[src/rtl/ff_pkg.sv]
// Shared mode encoding and per-channel next-state helpers for the ff_bank flip-flop array.
package ff_pkg;

  typedef enum logic [1:0] {
    MODE_D  = 2'b00,
    MODE_T  = 2'b01,
    MODE_SR = 2'b10,
    MODE_JK = 2'b11
  } ff_mode_e;

  // S=R=1 in SR mode is the only illegal operand combination.
  function automatic logic ff_invalid(input logic [1:0] mode, input logic a, input logic b);
    return (mode == MODE_SR) && a && b;
  endfunction

  function automatic logic ff_next(input logic [1:0] mode, input logic q, input logic a,
                                   input logic b);
    logic nxt;
    nxt = q;
    case (ff_mode_e'(mode))
      MODE_D:  nxt = a;
      MODE_T:  nxt = q ^ a;
      MODE_SR: begin
        case ({a, b})
          2'b01:   nxt = 1'b0;
          2'b10:   nxt = 1'b1;
          default: nxt = q;
        endcase
      end
      MODE_JK: begin
        case ({a, b})
          2'b01:   nxt = 1'b0;
          2'b10:   nxt = 1'b1;
          2'b11:   nxt = ~q;
          default: nxt = q;
        endcase
      end
      default: nxt = q;
    endcase
    return nxt;
  endfunction

endpackage

[src/rtl/ff_cell.sv]
// One flip-flop channel: D/T/SR/JK state bit plus its sticky invalid-SR flag.
module ff_cell
  import ff_pkg::*;
(
  input  logic       clk,
  input  logic       rst_n,
  input  logic       en,
  input  logic [1:0] mode,
  input  logic       a,
  input  logic       b,
  input  logic       clr_err,
  output logic       q,
  output logic       err
);

  logic q_d, q_q;
  logic err_d, err_q;

  // Next state; clr_err beats a coinciding invalid event and works even with en low.
  always_comb begin
    q_d   = q_q;
    err_d = err_q;
    if (en) begin
      q_d = ff_next(mode, q_q, a, b);
    end else begin
      q_d = q_q;
    end
    if (clr_err) begin
      err_d = 1'b0;
    end else if (en && ff_invalid(mode, a, b)) begin
      err_d = 1'b1;
    end else begin
      err_d = err_q;
    end
  end

  // State registers.
  always_ff @(posedge clk or negedge rst_n) begin
    if (!rst_n) begin
      q_q   <= 1'b0;
      err_q <= 1'b0;
    end else begin
      q_q   <= q_d;
      err_q <= err_d;
    end
  end

  assign q   = q_q;
  assign err = err_q;

endmodule

[src/rtl/ff_bank.sv]
// WIDTH-channel flip-flop bank with shared mode and invalid-SR error reporting.
// Define FF_BANK_ERR_CNT_EN to add the saturating err_cnt port and counter.
module ff_bank
  import ff_pkg::*;
#(
  parameter int WIDTH = 8,
  parameter int CNT_W = 8
) (
  input  logic             clk,
  input  logic             rst_n,
  input  logic             en,
  input  logic [1:0]       mode,
  input  logic [WIDTH-1:0] a,
  input  logic [WIDTH-1:0] b,
  input  logic             clr_err,
  output logic [WIDTH-1:0] q,
  output logic [WIDTH-1:0] qb,
  output logic [WIDTH-1:0] err_vec,
  output logic             err_any
`ifdef FF_BANK_ERR_CNT_EN
  ,
  output logic [CNT_W-1:0] err_cnt
`endif
);

  if (WIDTH < 1 || WIDTH > 64) begin : g_bad_width
    $error("ff_bank: WIDTH out of range 1..64");
  end
  if (CNT_W < 2 || CNT_W > 16) begin : g_bad_cnt_w
    $error("ff_bank: CNT_W out of range 2..16");
  end

  for (genvar gi = 0; gi < WIDTH; gi++) begin : g_cell
    ff_cell u_cell (
      .clk     (clk),
      .rst_n   (rst_n),
      .en      (en),
      .mode    (mode),
      .a       (a[gi]),
      .b       (b[gi]),
      .clr_err (clr_err),
      .q       (q[gi]),
      .err     (err_vec[gi])
    );
  end

  assign qb      = ~q;
  assign err_any = |err_vec;

`ifdef FF_BANK_ERR_CNT_EN
  localparam logic [CNT_W-1:0] CNT_MAX = {CNT_W{1'b1}};

  logic             inv_any_s;
  logic [CNT_W-1:0] cnt_d, cnt_q;

  // One count per edge with any invalid channel, saturating at all-ones.
  always_comb begin
    inv_any_s = (mode == MODE_SR) && (|(a & b));
    cnt_d     = cnt_q;
    if (clr_err) begin
      cnt_d = {CNT_W{1'b0}};
    end else if (en && inv_any_s && (cnt_q != CNT_MAX)) begin
      cnt_d = cnt_q + {{(CNT_W-1){1'b0}}, 1'b1};
    end else begin
      cnt_d = cnt_q;
    end
  end

  // Counter register.
  always_ff @(posedge clk or negedge rst_n) begin
    if (!rst_n) begin
      cnt_q <= {CNT_W{1'b0}};
    end else begin
      cnt_q <= cnt_d;
    end
  end

  assign err_cnt = cnt_q;
`endif

endmodule
[config.mk]
export PLATFORM = sky130hd
export DESIGN_NAME = ff_bank
export DESIGN_NICKNAME = d
export VERILOG_FILES = /design/src/rtl/ff_pkg.sv /design/src/rtl/ff_cell.sv /design/src/rtl/ff_bank.sv
export SDC_FILE = /design/constraint.sdc
export NUM_CORES = 1
export LEC_CHECK = 0
export ABC_AREA = 0
export CAP_MARGIN = 10
export CORE_MARGIN = 1.5
export CORE_UTILIZATION = 43
export CTS_BUF_LIST = sky130_fd_sc_hd__clkbuf_16
export CTS_CLUSTER_DIAMETER = 60
export DETAILED_ROUTE_END_ITERATION = 12
export PLACE_DENSITY_LB_ADDON = 0.12
export SLEW_MARGIN = 20
export SYNTH_ARGS = -nofsm -noshare
export SYNTH_HDL_FRONTEND = slang
export SYNTH_HIERARCHICAL = 1
export SYNTH_SLANG_ARGS = --single-unit
[constraint.sdc]
create_clock -name clk -period 1.6 [get_ports clk]
set_clock_uncertainty 0.15 [all_clocks]
set_input_delay 0.16 -clock clk [delete_from_list [all_inputs] [get_ports clk]]
set_output_delay 0.16 -clock clk [all_outputs]
set_load 0.05 [all_outputs]
==> results.md, run 1 <==
* Run status: finished clean
* TritonCTS clock tree: yes
* Least-Margin Pin Slew at 0.2881 ns
* Placer Congestion at between 0.7 and 0.8
* Full die area at around 3000 sq um
* Power Density at about 980 nW/um^2
* IO Count at between 40 and 50
* Worst-Skew Late Latency at 0.25 ns
* Startpoint Class: flip-flop
* Reg clk slew, reported paths at ~0.05 ns
* Int Power at between 0.001 and 0.0015 W
* Critical path endpoint category: output port
* Root Driver: clkbuf_16
* DRC at 0
* Endpoints failing setup at 0
* Nets at between 200 and 250
* Max-slew violations at 0
* Initial antenna violation count at 0
* Initial Utilization at a little under half
* Period Utilization, post-route at between 90% and 100%
* Maximum Capacitance Violations at 0
* Final core occ at between 80% and 90%
* Static Leakage at between 0.9 and 1 nW
* First-pass GRT wire length at 5195 microns
* H-tree lvl count at 1
* Dpl cell area at just under 2000 sq um
* Core box area at 2522 sq um
* Tot GR Track Use at 24.16%
* Reg2reg start: g_cell[0].u_cell/q
* Ys Warns at 6
* Fin. Hold Viols at 0
* Number of synthesized flops with an enable pin at 0
* Largest net degree at the start of global routing at 17
* Sw frac at a little under two fifths
* Synth top area cells: dfrtp_1 35%, inv_1 8.4%, nand2_1 7.1%
* Post-synth top cells: 26 x inv_1, 22 x nand2_1, 16 x dfrtp_1, 8 x nand3b_1, 8 x nor2_1
* Via density at 5.571
* Pre-CTS setup slack at -0.3923 ns
* CP required at ~1.3 ns
* Top-count cell post-synth: inv_1
* Worst Hold Class: primary input to asynchronous set/reset pin
* Post-Place Cells at between 200 and 250
* Max Root-Sink Buffers at 2
* Num Clock Sinks at 16
* Fillers at ~170
* R2r setup slk at ~0.22 ns
* DP HPWL at approximately 2500 microns
* CTS buffer count at 3
* Final setup margin at around 0.052 ns
* Combinational Power Share at 48.1%
* Register area share after synthesis at between 30% and 40%
* Synthesis-stage register bit count at 16
* Reg-to-Reg End: g_cell[0].u_cell/q
* Die width at 54.91 microns
* Cell Area, Synth at around 1200 sq um
* RSZ-0062 raised after global routing: no
* Gr ovfl total at 0
* DR iter-0 viols at 22
* Antenna viol nets, final at 0
* Pwr Total at slightly below 0.002 W
* First-pass DRT Iterations at 4
* Maximum fanout along the worst path at 3
* Arr. time, crit path at roughly 1.2 ns
* Netlist cell types at 22
* Rel. slew slack at 80.80%
* Number of port buffers at 46
* WL final at ~3500 microns
* Layout cell share with drive strength beyond 1 at about a quarter
* Vias at about 1300
* Switch Pwr at between 0.0007 and 0.0008 W
* Crit Path Category: flip-flop to output port
* Clk network pwr share at between 20 and 30%
* Vias in the first global route at around 1200
* Asr flop ratio synth at 100.0%
* FF-to-FF path depth at 3
* Top FF cell, synth: dfrtp_1
* Post-DR wirelength/cell at 14.85 microns
* Design area at roughly 2000 sq um
* Fin cells at 233
* Post-Synthesis Cells at about 140
* Cts hold-fix bufs at 0
* Max Clk Rate at around 650 MHz
* Die height at 54.91 microns
* Area leader, netlist: dfrtp_1
* Synth top area share at approximately a third
* Flop pwr share at around 27%
* Row count at 18
* Mapped Nets at 167
* Final min period at approximately 1.5 ns
* Layout area overhead at 74.84%
* Worst vdd rail ir drop at between 0.0009 and 0.001 V
* Antenna Cells at 0
* Avg Inst Size Synth at between 8 and 9 sq um
## how the worst max path moves through the flow
stage                                     from                 end  slack (ns)  cells past startpoint
after CTS                 g_cell[0].u_cell/err             err_any        0.02                      3
after detailed placement                  a[0]  g_cell[0].u_cell/q       -0.39                      5
after global placement                    b[0]  g_cell[0].u_cell/q       -0.29                      5
final                     g_cell[0].u_cell/err             err_any        0.05                      3
after global routing      g_cell[0].u_cell/err             err_any        0.01                      3
after floorplan             g_cell[0].u_cell/q  g_cell[0].u_cell/q        0.08                      3
## registers in the layout, indices dropped and copies added, names as in the netlist
name	count
g_cell.u_cell/err	8
g_cell.u_cell/q	8
## logic make-up after synthesis
| kind of cell | share of synthesized area (%) |
|---|---|
| muxes | 1.296 |
| DFF | 34.56 |
| AOI/OAI and AO/OA | 29.91 |
| and+or+nand+nor | 22.57 |
| adders and majority gates | 3.240 |
| buffers and inverters | 8.423 |
## per-layer routing
| metal | vias to the layer above | routed length (microns) | GRT usage [%] | share of wire, % |
|---|---|---|---|---|
| met5 | - | 0 | 0 | 0 |
| met4 | 0 | 36 | 7.724 | 1.0 |
| met3 | 6 | 213 | 5.645 | 6.2 |
| met2 | 49 | 1787 | 43.45 | 52 |
| met1 | 624 | 1422 | 28.18 | 41 |
| li1 | 619 | - | - | - |
## critical path, stage by stage, from the launching register on
cell and delay (ns):
dfrtp_2 0.44, nor4_2 0.25, nand2_1 0.09, buf_4 0.20
## per-stage QoR
step	TNS, ns	hold WS (ns)
4_1_cts	0	0.08957
6_report	0	0.08420
3_5_place_dp	-1.390	0.3574
2_1_floorplan	0	-0.2856
5_1_grt	0	0.1175
3_3_place_gp	-1.225	0.3533
## final cells by class
class	count	area (sq um)	share of cell area (%)
multi-input combinational	100	666.9	32.92
tap	30	37.54	1.853
timing repair buffer	57	743.2	36.69
sequential	16	401.6	19.83
inverter	26	97.59	4.818
clock buffer	3	75.07	3.706
clock inverter	1	3.754	0.1853
## cells in the final DEF (no fill, tap or decap)
master | Yosys | routed
nand2b_1 | 7 | 7
nor4b_2 | 1 | 1
nand2_1 | 22 | 22
a211oi_1 | 1 | 1
nor2_1 | 8 | 8
a41oi_1 | 1 | 1
clkinv_1 | 0 | 1
o21ba_2 | 7 | 7
a221o_1 | 7 | 7
mux2_4 | 1 | 1
buf_4 | 0 | 15
o21ai_0 | 7 | 7
a21o_1 | 7 | 7
dlymetal6s2s_1 | 0 | 1
nand3b_1 | 8 | 8
o22ai_1 | 7 | 7
dfrtp_2 | 0 | 1
nor4_1 | 2 | 1
and4b_2 | 1 | 1
clkdlybuf4s50_1 | 0 | 18
a21oi_1 | 7 | 7
dfrtp_1 | 16 | 15
nor2b_1 | 1 | 1
clkbuf_16 | 0 | 3
nor4_2 | 0 | 1
ha_1 | 3 | 3
inv_1 | 26 | 26
buf_12 | 0 | 21
a311oi_1 | 1 | 1
dlygate4sd2_1 | 0 | 2
a221oi_2 | 1 | 1
## power groups by stage
stage / sequential [W] / combinational [W] / clock, W
5_1_grt: 0.000540 / 0.00100 / 0.000520
6_report: 0.000532 / 0.000953 / 0.000495
3_3_place_gp: 0.000531 / 0.000929 / 0
2_1_floorplan: 0.000647 / 0.000319 / 0
4_1_cts: 0.000531 / 0.000958 / 0.000507
3_5_place_dp: 0.000536 / 0.000954 / 0
## what timing repair did
item | 4_1_cts | 5_1_grt
resized for setup | 3 | 2
endpoints found under the setup margin | 2 | 4
buffers inserted | 1 | 0
pin swaps | 2 | 0
gates cloned | 0 | 0
Power figures use the tool's default switching activity.
==> run 2: changes to the inputs <==
PLACE_DENSITY_LB_ADDON = 0.2   (was 0.12)
SLEW_MARGIN = 10   (was 20)
==> results.md, run 2 (same netlist as run 1, synthesis figures left out) <==
* Final core occ at 80.70% (+0.40 points)
* Most frequent cells in the layout: 26 x inv_1, 22 x nand2_1, 22 x buf_12, 19 x clkdlybuf4s50_1, 14 x dfrtp_1
* CP required at 1.29 ns (about the same)
* Post-DR wirelength/cell at 13.84 microns (-6.7%)
* WL final at 3212 microns (-7.1%)
* Reg2reg start: g_cell[0].u_cell/q
* Crit path depth at 3 (unchanged)
* Worst vdd rail ir drop at 0.001096 V (+19%)
* Placer Congestion at 0.7480 (-3.2%)
* Run status: finished clean
* Antenna Cells at 0 (unchanged)
* FF-to-FF path depth at 3 (unchanged)
* Die width at 54.91 microns (unchanged)
* Full die area at 3015 sq um (unchanged)
* Rel. slew slack at 81.17% (+0.37 points)
* H-tree lvl count at 1 (unchanged)
* Worst path cell trace: nor4_2, nand2_1, buf_4
* Nets at 228 (-0.44%)
* Antenna viol nets, final at 0 (unchanged)
* First-pass GRT wire length at 4947 microns (-4.8%)
* Maximum fanout along the worst path at 3 (unchanged)
* Initial antenna violation count at 0 (unchanged)
* Max Clk Rate at 647.8 MHz (+0.28%)
* Register area at 402.9 sq um (+0.31%)
* Most common cell after layout, fill and taps aside: inv_1
* Final setup margin at 0.05643 ns (+0.004321 ns)
* CP delay by family, top: flip-flops
* Number of port buffers at 46 (unchanged)
* Via density at 5.388 (-3.3%)
* Static Leakage at 0.9821 nW (-1.2%)
* Initial Utilization at 45.93% (unchanged)
* TritonCTS clock tree: yes
* Dpl cell area at 1944 sq um (+0.65%)
* CTS buffer count at 3 (unchanged)
* Pre-CTS setup slack at -0.3953 ns (-0.002950 ns)
* Critical path endpoint category: output port
* Endpoints failing setup at 0 (unchanged)
* IO Count at 47 (unchanged)
* Layout area overhead at 75.70%
* Row count at 18 (unchanged)
* Fin. Hold Viols at 0 (unchanged)
* Num Clock Sinks at 16 (unchanged)
* Vias at 1250 (-3.7%)
* Fin cells at 232 (-0.43%)
* CP max stage delay at 0.43 ns (about the same)
* Reg clk slew, reported paths at 0.05 ns (about the same)
* DR iter-0 viols at 16 (-27%)
* Max Root-Sink Buffers at 2 (unchanged)
* Fillers at 159 (-7.0%)
* Layout cell share with drive strength beyond 1 at 26.24% (+0.62 points)
* Vias in the first global route at 1191 (+2.8%)
* Cts hold-fix bufs at 0 (unchanged)
* Crit Path Category: flip-flop to output port
* R2r setup slk at 0.23 ns (about the same)
* Period Utilization, post-route at 96.47% (-0.27 points)
* Slowest CP cell: dfrtp_1
* Core box area at 2522 sq um (unchanged)
* Maximum Capacitance Violations at 0 (unchanged)
* First-pass DRT Iterations at 4 (unchanged)
* Design area at 2036 sq um (+0.49%)
* Gr ovfl total at 0 (unchanged)
* Least-Margin Pin Slew at 0.2817 ns (-0.006346 ns)
* Tot GR Track Use at 23.09% (-1.1 points)
* Die height at 54.91 microns (unchanged)
* Reg-to-Reg End: g_cell[0].u_cell/q
* Max-slew violations at 0 (unchanged)
* DP HPWL at 2410 microns (-3.9%)
* CP startpoint: g_cell[4].u_cell/err
* Largest net degree at the start of global routing at 17 (unchanged)
* Pwr Total at 0.001965 W (-0.78%)
* Worst Hold Class: primary input to asynchronous set/reset pin
* Bufs and invs on worst path at 1 (unchanged)
* DRC at 0 (unchanged)
* Arr. time, crit path at 1.23 ns (about the same)
* Startpoint Class: flip-flop
* Multi-input logic area at 673.1 sq um (+0.94%)
* Final min period at 1.544 ns (-0.004321 ns)
* Worst-Skew Late Latency at 0.24 ns (about the same)
* Post-Place Cells at 228 (unchanged)
* Power Density at 965.1 nW/um^2 (-1.3%)
* Root Driver: clkbuf_16
==> run 2: cell types whose count changed in the layout (fill, tap and decap cells not counted), sizes merged <==
| cell | before | now |
|---|---|---|
| buf | 36 | 35 |
| clkdlybuf4s50 | 18 | 19 |
| dlymetal6s2s | 1 | 0 |
==> run 2: worst reg2reg max path: stages (launching register included) <==
cell and delay, ns:
dfrtp_1 0.45, a211oi_1 0.30, a311oi_1 0.09, mux2_4 0.26
==> run 2: cell type report <==
class | instances | share of cell area [%]
timing repair buffer | 56 | 36.63
multi-input combinational | 100 | 33.07
sequential | 16 | 19.79
inverter | 26 | 4.794
clock buffer | 3 | 3.688
tap | 30 | 1.844
clock inverter | 1 | 0.1844
==> run 2: what timing repair did <==
action	CTS	global route
resized for setup	2	4
buffers inserted	0	0
setup endpoints to repair	1	1
pin swaps	1	0
==> run 2: power by group <==
part	internal (W)	switching [W]	leakage, nW
Combinational	0.000465	0.000484	0.746
Clock	0.000331	0.000153	0.0385
Sequential	0.000446	0.0000854	0.197
==> run 2: per-layer routing <==
metal  GRT usage [%]  wire length, microns  up-vias
met5               0                     0        -
met3           4.570                   227        6
met4           9.756                    52        0
met1           26.36                  1280      574
li1                -                     -      615
met2           41.67                  1653       55
==> run 2: per-stage QoR <==
step,TNS (ns),hold slack [ns]
after floorplan,0,-0.2856
after global placement,-0.9533,0.3497
after detailed placement,-1.401,0.3446
after CTS,0,0.09024
after global routing,-0.008265,0.1094
final,0,0.08269
==> run 2: worst max path at each step <==
stage	to	slack (ns)
after detailed placement	g_cell[0].u_cell/q	-0.40
after CTS	err_any	0.002
after floorplan	g_cell[0].u_cell/q	0.08
after global routing	err_any	-0.008
after global placement	g_cell[0].u_cell/q	-0.29
final	err_any	0.06
==> run 3: changes to the inputs <==
CTS_CLUSTER_DIAMETER = 200   (was 60)
==> results of run 3 <==
The final DEF is identical to that of run 2; final timing and power are the same.
